File: config.mk
export PLATFORM = sky130hd
export DESIGN_NAME = trng_key_fifo
export DESIGN_NICKNAME = d
export VERILOG_FILES = /design/src/rtl/trng_key_fifo.sv
export SDC_FILE = /design/constraint.sdc
export NUM_CORES = 1
export LEC_CHECK = 0
export ABC_AREA = 1
export BUFFER_PORTS_ARGS = -buffer_cell sky130_fd_sc_hd__buf_2
export CORE_MARGIN = 2
export CORE_UTILIZATION = 55
export CTS_CLUSTER_DIAMETER = 60
export DETAILED_ROUTE_END_ITERATION = 16
export PLACE_DENSITY = 0.76
export SKIP_LAST_GASP = 1
export SYNTH_ARGS = -nofsm -noshare
export SYNTH_HDL_FRONTEND = slang
export SYNTH_SLANG_ARGS = --single-unit
export TNS_END_PERCENT = 10
File: constraint.sdc
create_clock -name clk_i -period 1.7 [get_ports clk_i]
set_input_delay 0.34 -clock clk_i [delete_from_list [all_inputs] [get_ports clk_i]]
set_output_delay 0.34 -clock clk_i [all_outputs]
set_load 0.01 [all_outputs]
File: src/rtl/trng_key_fifo.sv
// Key buffer between the TRNG core and the bus reader: one capture per key_ready
// assertion, DEPTH-entry show-ahead FIFO, sticky failure flag and fill-level interrupt.
module trng_key_fifo #(
   parameter int unsigned N_BITS_KEY = 32,
   parameter int unsigned DEPTH      = 4,
   parameter int unsigned IRQ_LEVEL  = 2
) (
   input  logic                         clk_i,
   input  logic                         rst_ni,
   input  logic                         enable_i,
   input  logic                         key_ready_i,
   input  logic [N_BITS_KEY-1:0]        key_i,
   input  logic                         fail_i,
   output logic                         ack_read_o,
   output logic                         rd_valid_o,
   input  logic                         rd_ready_i,
   output logic [N_BITS_KEY-1:0]        rd_data_o,
   output logic [$clog2(DEPTH+1)-1:0]   level_o,
   output logic                         full_o,
   output logic                         empty_o,
   output logic                         fail_o,
   output logic                         irq_o
);

   localparam int unsigned LW = $clog2(DEPTH + 1);
   localparam int unsigned PW = $clog2(DEPTH);

   typedef enum logic {
      WAIT_KEY,
      WAIT_DROP
   } state_t;

   state_t                  state;
   logic [N_BITS_KEY-1:0]   mem [DEPTH];
   logic [PW-1:0]           wr_ptr;
   logic [PW-1:0]           rd_ptr;
   logic [LW-1:0]           level;
   logic                    fail_q;
   logic                    ack_q;
   logic                    irq_q;
   logic                    flush;
   logic                    push;
   logic                    pop;

   assign full_o     = (level == LW'(DEPTH));
   assign empty_o    = (level == '0);
   assign rd_valid_o = ~empty_o;
   assign rd_data_o  = mem[rd_ptr];
   assign level_o    = level;
   assign fail_o     = fail_q;
   assign ack_read_o = ack_q;
   assign irq_o      = irq_q;

   // Push uses the registered full flag, so a pop in the same cycle never lets a key in early.
   always_comb begin
      flush = ~enable_i | fail_i;
      push  = 1'b0;
      pop   = 1'b0;
      if (!flush && !fail_q) begin
         push = key_ready_i & (state == WAIT_KEY) & ~full_o;
         pop  = rd_ready_i & ~empty_o;
      end
   end

   always_ff @(posedge clk_i or negedge rst_ni) begin
      if (!rst_ni) begin
         for (int unsigned i = 0; i < DEPTH; i++) begin
            mem[i] <= '0;
         end
      end else if (push) begin
         mem[wr_ptr] <= key_i;
      end
   end

   always_ff @(posedge clk_i or negedge rst_ni) begin
      if (!rst_ni) begin
         state  <= WAIT_KEY;
         wr_ptr <= '0;
         rd_ptr <= '0;
         level  <= '0;
         fail_q <= 1'b0;
         ack_q  <= 1'b0;
         irq_q  <= 1'b0;
      end else if (flush) begin
         // Disable clears the failure flag; a failure while enabled sets it.
         state  <= WAIT_KEY;
         wr_ptr <= '0;
         rd_ptr <= '0;
         level  <= '0;
         fail_q <= enable_i;
         ack_q  <= 1'b0;
         irq_q  <= 1'b0;
      end else begin
         ack_q <= push;
         irq_q <= push & ~pop & (level == LW'(IRQ_LEVEL - 1));
         if (push) begin
            wr_ptr <= wr_ptr + PW'(1);
         end
         if (pop) begin
            rd_ptr <= rd_ptr + PW'(1);
         end
         if (push && !pop) begin
            level <= level + LW'(1);
         end else if (pop && !push) begin
            level <= level - LW'(1);
         end
         case (state)
            WAIT_KEY: begin
               if (push) begin
                  state <= WAIT_DROP;
               end
            end
            WAIT_DROP: begin
               if (!key_ready_i) begin
                  state <= WAIT_KEY;
               end
            end
            default: state <= WAIT_KEY;
         endcase
      end
   end

endmodule

==> results of run 1 <==
-- cell type report --
class / instances / area [µm²] / share of cell area
clock buffer: 18 / 439.2 / 0.05681
tap: 143 / 178.9 / 0.02314
clock inverter: 14 / 147.6 / 0.01910
multi-input combinational: 470 / 2561 / 0.3313
timing repair buffer: 98 / 726.9 / 0.09403
inverter: 48 / 197.7 / 0.02557
sequential: 139 / 3480 / 0.4501
-- cells by family (layout without fill, tap and decap cells) --
family          after synthesis  after routing  share of synthesized area
flops                       139            139                     0.5349
xor+xnor                      2              2                   0.002694
compound gates              232            232                     0.2145
fa+ha+maj                     8              8                    0.01539
buf+inv                      92            178                    0.08370
simple gates                228            228                     0.1487
-- sequential cells by signal, summed over array words and instances (netlist names) --
name / cells
wr_ptr: 2
mem: 128
fail_o: 1
state: 1
irq_o: 1
level_o: 3
rd_ptr: 2
ack_read_o: 1
-- through the flow --
stage / TNS (ps) / hold slack (ps) / setup slack [ps]
after floorplan: 0 / 44.41 / 79.37
after global placement: -109.0 / 309.7 / -8.747
after detailed placement: -8667 / 313.6 / -126.4
after CTS: -20160 / 137.4 / -291.2
after global routing: -43980 / 146.4 / -428.1
final: -20870 / 148.2 / -314.3
-- worst max-delay path by stage --
stage / slack, ps / start / endpoint / cells past startpoint
detailed placement: -130 / level_o[1] / mem[69] / 10
finish: -310 / rd_ptr[0] / rd_data_o[28] / 5
CTS: -290 / rd_ptr[0] / rd_data_o[15] / 5
floorplan: 80 / level_o[0] / mem[88] / 11
global route: -430 / rd_ptr[0] / rd_data_o[7] / 5
global placement: -9 / level_o[1] / mem[93] / 10
-- synthesized netlist by cell type --
library cell,number,area [µm²]
nand3_1,11,55.05
buf_2,5,25.02
nand2_4,1,11.26
ha_1,8,100.1
inv_12,1,16.27
nand2_1,141,529.3
xnor2_1,2,17.52
clkinv_1,1,3.750
nor2_4,2,22.52
buf_6,24,270.3
o21a_1,1,7.510
nand2_2,2,12.51
dfrtp_1,139,3478
inv_2,1,3.750
nand2_8,4,80.08
o21ai_2,51,446.7
inv_1,45,168.9
nand4_1,2,12.51
o22ai_1,32,200.2
o21ai_1,77,385.4
nor2_1,65,244.0
clkbuf_1,15,56.30
o21ai_0,69,345.3
a21oi_1,2,10.01
-- routing by layer --
metal,wire (µm),vias to the layer above,global-route usage
met5,0,-,0
met2,7642,191,0.4064
li1,-,2493,-
met3,923,30,0.06588
met4,234,0,0.09675
met1,6645,2578,0.3255
-- report_power, final --
part	internal [mW]	switching, mW	leakage, nW
clock network	2.20	1.43	0.274
registers	3.69	0.231	1.87
logic	0.638	0.874	1.70
total	6.53	2.54	3.85
-- worst reg2reg max path, stage by stage, from the launching register on --
cell and delay (ps):
dfrtp_1 370, inv_1 100, ha_1 230, nand2_2 80
inv_2 50, nor2_4 100, nand2_4 100, inv_12 120
nand2_8 300, nand2_1 210, o21ai_2 70
-- repair_timing --
item                                    in CTS  in global routing
resized for setup                            8                 45
buffers inserted                             1                  1
endpoints found under the setup margin     163                166
pin swaps                                    2                  3
hold buffers                                 1                  0
cloned                                       2                  2
endpoints found under the hold margin       43                  0
==> metrics.yaml, run 1 <==
status:
  status: "complete, but fails checks"
  violations: "setup timing"
placement:
  dp_cells: 892
  port_buffers: 78
  hpwl_mm: 8.879
  dpl_cell_area_um2: 6945
  place_congestion: 0.7975
layout:
  final_cell_mix: "141 x nand2_1, 138 x dfrtp_1, 90 x o21ai_1, 77 x buf_2, 60 x o21ai_2"
  nNetsFinal: 820
  layout_commonest_cell: "nand2_1"
  fin_area_um2: 7731
  antenna_cells: 0
  fill_cells: 883
  final_core_util: 0.6742
  stdcell_count: 930
  syn_to_final_growth_pct: 18.90
  drive_gt1_frac: 0.2719
min_path:
  holdPathStages: 2
  min-delay-start: "enable_i"
  hold_path_end: "fail_o"
  hp-class: "in -> reg"
worst_setup_path:
  start_kind: "flip-flop"
  ff2ff_setup_slack_ps: -160
  max_stage_delay_ps: 470
  cp_data_arrival_time_ps: 1670
  endpoint_kind: "primary output"
  slowest_stage: "dfrtp_2"
  cp.required_ps: 1360
  crit_buf_inv: 3
  crit_family: "buffers and inverters"
  crit_type: "reg -> out"
  reg2reg_depth: 10
  crit_fanout: 16
  r2r_start: "level_o[1]"
  path_cells: "clkinv_4 > buf_12 > o21ai_0 > o22ai_1 > buf_2"
  r2r_end: "mem[70]"
clocking:
  cts.sinks: 139
  clk_path_buf_depth: 2
  ctsRootBufferMaster: "clkbuf_16"
  clock_latency_ps: 420
  clk_pin_slew_ps: 60
  htreeDepth: 4
  cts_tree: "built"
  cts_made_buffers: 17
sta:
  worst_clock_skew_ps: 9.054
  fin_crit_sh: 1.185
  grt_setup_unrepaired: "true"
  relSlewSlack: 0.6719
  timing.final.hold_violations: 0
  slew_viol_final: 0
  fin_ws_ps: -314.3
  fin_crit_ps: 2014
  worst_pin_slew_ps: 490.9
  fmax_ghz: 0.4964
  setup_viol: 163
floorplanning:
  fp-row-count: 39
  io_pins: 79
  dieArea_um2: 12710
  die_y_um: 112.7
  start_util: 0.5670
  coreArea_um2: 11470
  dieWidth_um: 112.7
grt:
  grt_use_total: 0.2505
  grt_pass1_vias: 5390
  antenna_found_initial: 0
  grt_overflow_total: 0
  grt_pass1_wl_mm: 25.24
  grt_start_max_net_pins: 65
logic_synthesis:
  synth_area_um2: 6502
  ys_types: 24
  ys_ff_latch: 139
  avgSynthCellArea_um2: 9.276
  yosys_warnings: 0
  syn-instance-count: 701
  synth_nets: 747
  ys_seq_area_frac: 0.5349
route:
  first_pass_iters: 6
  drcViolationCount: 0
  drt_iter0_drc: 408
  drt-total-wl_mm: 15.45
  viasPerCell: 5.690
  drtAntennaViolNets: 0
  wl_per_cell_um: 16.61
  vias: 5292
power_and_ir_drop:
  p_per_area_nw_per_um2: 1172
  power_mw: 9.060
  ir_drop_v: 0.0009215
  leakagePower_nw: 3.847
run:
  maxCapViolations: 0
(Power assumes the default switching activity.)
==> inputs of run 2 (changes only) <==
--- a/config.mk
+++ b/config.mk
@@ -7,11 +7,14 @@
 export LEC_CHECK = 0
 export ABC_AREA = 1
 export BUFFER_PORTS_ARGS = -buffer_cell sky130_fd_sc_hd__buf_2
+export CELL_PAD_IN_SITES_DETAIL_PLACEMENT = 1
+export CELL_PAD_IN_SITES_GLOBAL_PLACEMENT = 2
+export CORE_ASPECT_RATIO = 0.6
 export CORE_MARGIN = 2
-export CORE_UTILIZATION = 55
+export CORE_UTILIZATION = 36
 export CTS_CLUSTER_DIAMETER = 60
 export DETAILED_ROUTE_END_ITERATION = 16
-export PLACE_DENSITY = 0.76
+export PLACE_DENSITY_LB_ADDON = 0.1
 export SKIP_LAST_GASP = 1
 export SYNTH_ARGS = -nofsm -noshare
 export SYNTH_HDL_FRONTEND = slang
==> constraint.sdc (replaced) <==
create_clock -name clk_i -period 1.7 [get_ports clk_i]
set_input_delay 0.255 -clock clk_i [delete_from_list [all_inputs] [get_ports clk_i]]
set_output_delay 0.255 -clock clk_i [all_outputs]
set_load 0.01 [all_outputs]
==> run 2 against run 1 <==
Net effect:
- the run still ends with setup timing left
- first-iteration DRC count down 38%
- largest cell class unchanged
- combinational power up 5%
- sequential cell count did not move
- via count is 2.5% lower
- cell area is 5.8% higher
- maximum frequency grew 4.2%
- wire length grew 19%
- non-clock buffer count up 15
- die area grew 51%
- hold slack worse by 79 ps
- critical path type unchanged
- register-to-register slack better by 170 ps
==> metrics.yaml, run 2 (same netlist as run 1, synthesis figures left out) <==
clocking:
  clk_path_buf_depth: 2  # unchanged
  ctsRootBufferMaster: "clkbuf_16"
  cts_made_buffers: 17  # unchanged
  cts_tree: "built"
  htreeDepth: 4  # unchanged
  cts.sinks: 139  # unchanged
  clk_pin_slew_ps: 60  # about the same
  clock_latency_ps: 420  # about the same
layout:
  syn_to_final_growth_pct: 25.82
  largest_register_ffs: 128  # unchanged
  layout_commonest_cell: "nand2_1"
  final_cell_mix: "141 x nand2_1, 138 x dfrtp_1, 93 x o21ai_1, 77 x buf_2, 61 x nor2_1"
  nNetsFinal: 835  # +1.8%
  regMostFlops: "mem"
  final_core_util: 0.4577  # -0.2165
  stdcell_count: 1043  # +12%
  drive_gt1_frac: 0.2743  # +0.002396
power_and_ir_drop:
  ir_drop_v: 0.0007975  # -13%
  leakagePower_nw: 4.007  # +4.2%
  power_mw: 9.477  # +4.6%
  p_per_area_nw_per_um2: 1158  # -1.2%
route:
  drt-total-wl_mm: 18.35  # +19%
  wl_per_cell_um: 17.59  # +5.9%
  vias: 5160  # -2.5%
  first_pass_iters: 4  # -2
  drcViolationCount: 0  # unchanged
  drt_iter0_drc: 255  # -38%
  viasPerCell: 4.947  # -13%
  drtAntennaViolNets: 0  # unchanged
worst_setup_path:
  r2r_start: "level_o[1]"
  cp_data_arrival_time_ps: 1680  # about the same
  slowest_stage: "dfrtp_2"
  cp-startpoint: "rd_ptr[0]"
  cp.required_ps: 1440  # +80 ps
  crit_family: "buffers and inverters"
  crit_fanout: 15  # -1
  path_cells: "inv_6 > buf_12 > buf_16 > nor2_1 > o22ai_1 > buf_2"
  start_kind: "flip-flop"
  crit_buf_inv: 4  # +1
  max_stage_delay_ps: 480  # about the same
  endpoint_kind: "primary output"
  crit_type: "reg -> out"
sta:
  grt_setup_unrepaired: "true"
  fmax_ghz: 0.5172  # +4.2%
  fin_ws_ps: -233.6  # +80.67 ps
  fin_crit_ps: 1934  # -80.67 ps
  finalSetupTns_ps: -6465  # +14400 ps
  worst_pin_slew_ps: 532.7  # +41.77 ps
  slew_viol_final: 0  # unchanged
  setup_viol: 32  # -80%
  timing.final.hold_violations: 0  # unchanged
  fin_crit_sh: 1.137  # -0.04745
  worst_clock_skew_ps: 10.65  # +1.595 ps
  relSlewSlack: 0.6449  # -0.02700
floorplanning:
  coreArea_um2: 17880  # +56%
  dieArea_um2: 19190  # +51%
  dieWidth_um: 177.5  # +57%
  fp-row-count: 38  # -2.6%
  start_util: 0.3637  # -0.2033
  die_y_um: 108.1  # -4.1%
  io_pins: 79  # unchanged
status:
  violations: "setup timing"
  status: "complete, but fails checks"
grt:
  grt_start_max_net_pins: 51  # -22%
  grt_pass1_wl_mm: 29.75  # +18%
  grt_overflow_total: 0  # unchanged
  antenna_found_initial: 1  # +1
  grt_use_total: 0.2036  # -0.04687
  grt_pass1_vias: 5414  # +0.45%
run:
  maxCapViolations: 0  # unchanged
placement:
  hpwl_mm: 11.36  # +28%
  place_congestion: 0.7459  # -6.5%
  dp_cells: 1000  # +12%
  port_buffers: 78  # unchanged
min_path:
  min-delay-start: "fail_i"
  hp-class: "in -> reg"
run 2: cell types whose count changed in the layout (fill, tap and decap cells not counted), moves of 4 or more:
cell	before	now
o22ai_1	29	23
o21ai_0	46	51
buf_12	10	21
clkbuf_1	0	4
o21ai_2	60	53
o22ai_2	3	9
run 2: cell type report:
class	instances	area [µm²]
repair buffers	113	1027
clock buffers	22	454.2
fillers	2072	9696
clock inverters	10	166.4
well taps	240	300.3
diodes	1	2.502
flip-flops and latches	139	3480
inverters	48	197.7
multi-input cells	470	2554
run 2: routing by layer:
| metal | global-route usage | vias to the layer above | wire length [µm] | part of all wire |
|---|---|---|---|---|
| met5 | 0 | - | 0 | 0 |
| met4 | 0.04098 | 0 | 95 | 0.0052 |
| met3 | 0.05239 | 7 | 625 | 0.034 |
| met2 | 0.3295 | 74 | 8537 | 0.47 |
| met1 | 0.2778 | 2565 | 9092 | 0.50 |
| li1 | - | 2514 | - | - |
run 2: final timing paths:
kind | slack (ps) | to | depth (start not counted)
setup reg to reg | 10 | mem[80] | 11
hold / removal | 70 | fail_o | 2
setup / recovery | -230 | rd_data_o[16] | 6
max in group asynchronous | 770 | mem[90] | 3
hold reg to reg | 480 | mem[56] | 2
min in group asynchronous | 350 | fail_o | 2
run 2: report_power, final:
| group | leakage, nW | switching (mW) | internal (mW) |
|---|---|---|---|
| clock network | 0.283 | 1.48 | 2.50 |
| logic | 1.85 | 0.909 | 0.684 |
| registers | 1.87 | 0.219 | 3.69 |
run 2: timing repair:
item	4_1_cts	5_1_grt
pin swaps	9	1
gates cloned	4	0
setup endpoints to repair	33	133
hold buffers	1	0
hold endpoints to repair	45	0
setup buffers	5	0
resized for setup	41	9
run 2: stage by stage:
stage          setup WS, ps  cell area, µm²  hold WS [ps]
2_1_floorplan         79.37            6502        -40.59
3_3_place_gp          80.17            7262         243.8
3_5_place_dp          10.87            7262         257.9
4_1_cts              -247.7            8165         46.13
5_1_grt              -348.0            8182         60.10
6_report             -233.6            8182         68.80
==> inputs of run 3 (changes only) <==
--- a/config.mk
+++ b/config.mk
@@ -14,7 +14,7 @@
 export CORE_UTILIZATION = 36
 export CTS_CLUSTER_DIAMETER = 60
 export DETAILED_ROUTE_END_ITERATION = 16
-export PLACE_DENSITY_LB_ADDON = 0.1
+export PLACE_DENSITY_LB_ADDON = 0.2
 export SKIP_LAST_GASP = 1
 export SYNTH_ARGS = -nofsm -noshare
 export SYNTH_HDL_FRONTEND = slang
==> run 3 against run 2 <==
Net effect:
- the run still ends with setup timing left
- clock power is 9.3% higher
- clock-buffer cell count is 1 lower
- utilization is 1.6 points higher
- critical path depth stayed put
- critical path type unchanged
- critical endpoint is now rd_data_o[21]
==> metrics.yaml, run 3 (same netlist as run 1, synthesis figures left out) <==
grt:
  grt_start_max_net_pins: 65  # +27%
  antenna_found_initial: 0  # -1
  grt_use_total: 0.2108  # +0.007206
  grt_pass1_wl_mm: 30.76  # +3.4%
  grt_pass1_vias: 5639  # +4.2%
  grt_overflow_total: 0  # unchanged
min_path:
  hp-class: "in -> reg"
sta:
  fin_crit_ps: 1968  # +34.15 ps
  setup_viol: 96  # +200%
  worst_pin_slew_ps: 483.1  # -49.54 ps
  timing.final.hold_violations: 0  # unchanged
  worst_clock_skew_ps: 9.745  # -0.9041 ps
  finalSetupTns_ps: -10860  # -4393 ps
  relSlewSlack: 0.6779  # +0.03302
  slew_viol_final: 0  # unchanged
  fin_crit_sh: 1.158  # +0.02009
  fin_ws_ps: -267.8  # -34.15 ps
  grt_setup_unrepaired: "true"
  fmax_ghz: 0.5082  # -1.7%
layout:
  regMostFlops: "mem"
  antenna_cells: 0  # -1
  syn_to_final_growth_pct: 30.09
  drive_gt1_frac: 0.3193  # +0.04494
  seq_area_um2: 3480  # unchanged
  multi_input_area_um2: 2720  # +6.5%
  largest_register_ffs: 128  # unchanged
  layout_commonest_cell: "nand2_1"
  fill_cells: 2048  # -1.2%
  nNetsFinal: 838  # +0.36%
  final_cell_mix: "141 x nand2_1, 138 x dfrtp_1, 103 x o21ai_1, 75 x buf_2, 63 x o21ai_2"
  final_core_util: 0.4732  # +0.01554
floorplanning:
  coreArea_um2: 17880  # unchanged
  dieArea_um2: 19190  # unchanged
  die_y_um: 108.1  # unchanged
  dieWidth_um: 177.5  # unchanged
  fp-row-count: 38  # unchanged
  io_pins: 79  # unchanged
  start_util: 0.3637  # unchanged
clocking:
  clock_latency_ps: 430  # about the same
  clk_path_buf_depth: 2  # unchanged
  cts.sinks: 139  # unchanged
  cts_made_buffers: 17  # unchanged
  cts_tree: "built"
  htreeDepth: 4  # unchanged
  clk_pin_slew_ps: 60  # about the same
  ctsRootBufferMaster: "clkbuf_16"
worst_setup_path:
  crit_type: "reg -> out"
  start_kind: "flip-flop"
  crit_fanout: 6  # -9
  slowest_stage: "dfrtp_2"
  crit_family: "buffers and inverters"
  cp.required_ps: 1440  # about the same
  cp_data_arrival_time_ps: 1710  # +30 ps
  max_stage_delay_ps: 480  # about the same
  crit_buf_inv: 4  # unchanged
  endpoint_kind: "primary output"
  path_cells: "buf_6 > buf_6 > buf_16 > nor2_2 > o22ai_2 > buf_2"
  cp_common_cell: "buf_6"
power_and_ir_drop:
  leakagePower_nw: 4.106  # +2.5%
  p_per_area_nw_per_um2: 1185  # +2.3%
  ir_drop_v: 0.0007052  # -12%
placement:
  place_congestion: 0.7913  # +6.1%
  hpwl_mm: 11.27  # -0.84%
  port_buffers: 78  # unchanged
status:
  violations: "setup timing"
  status: "complete, but fails checks"
route:
  drtAntennaViolNets: 0  # unchanged
  drt_iter0_drc: 297  # +16%
  vias: 5315  # +3.0%
  drt-total-wl_mm: 19.43  # +5.9%
  drcViolationCount: 0  # unchanged
  first_pass_iters: 4  # unchanged
  viasPerCell: 5.086  # +2.8%
  wl_per_cell_um: 18.60  # +5.7%
run:
  maxCapViolations: 0  # unchanged
run 3: through the flow:
step	worst slack [ps]	hold WS (ps)	std cells	cell area (µm²)	power, mW
after global routing	-341.0	56.59	1045	8459	10.50
after CTS	-255.2	55.02	1040	8147	9.949
after global placement	-16.90	201.9	996	7119	5.400
final	-267.8	62.07	1045	8459	10.03
after floorplan	79.37	-40.59	701	6502	4.820
after detailed placement	-84.12	203.3	996	7119	5.461
run 3: where the power goes:
part	total (mW)	switching, mW	internal (mW)
registers	3.95	0.254	3.69
clock network	4.35	1.48	2.87
logic	1.73	0.969	0.762
total	10.0	2.71	7.32
run 3: path summary, 6_finish.rpt:
check | to | slack [ps] | from | cells after the start
hold reg to reg | mem[34] | 480 | mem[34] | 2
min in group asynchronous | mem[110] | 300 | rst_ni | 2
setup reg to reg | mem[108] | -100 | level_o[0] | 10
hold / removal | fail_o | 60 | fail_i | 2
max in group asynchronous | mem[16] | 770 | rst_ni | 3
setup / recovery | rd_data_o[21] | -270 | rd_ptr[0] | 6
run 3: per-layer routing:
metal	GRT usage	vias up	routed length, µm
li1	-	2535	-
met1	0.2909	2696	9789
met2	0.3292	68	8917
met3	0.05239	16	571
met4	0.06206	0	153
met5	0	-	0
run 3: area by class of cell:
class	count	area share
flip-flops and latches	139	0.4113
multi-input cells	470	0.3216
repair buffers	116	0.1271
clock buffers	21	0.05561
well taps	240	0.03550
clock inverters	11	0.02529
inverters	48	0.02367
run 3: what timing repair did:
action,4_1_cts,5_1_grt
hold buffers,1,0
buffers inserted,6,2
pin swaps,9,19
endpoints found under the setup margin,96,155
gates cloned,5,4
hold endpoints to repair,36,0
resized for setup,49,75
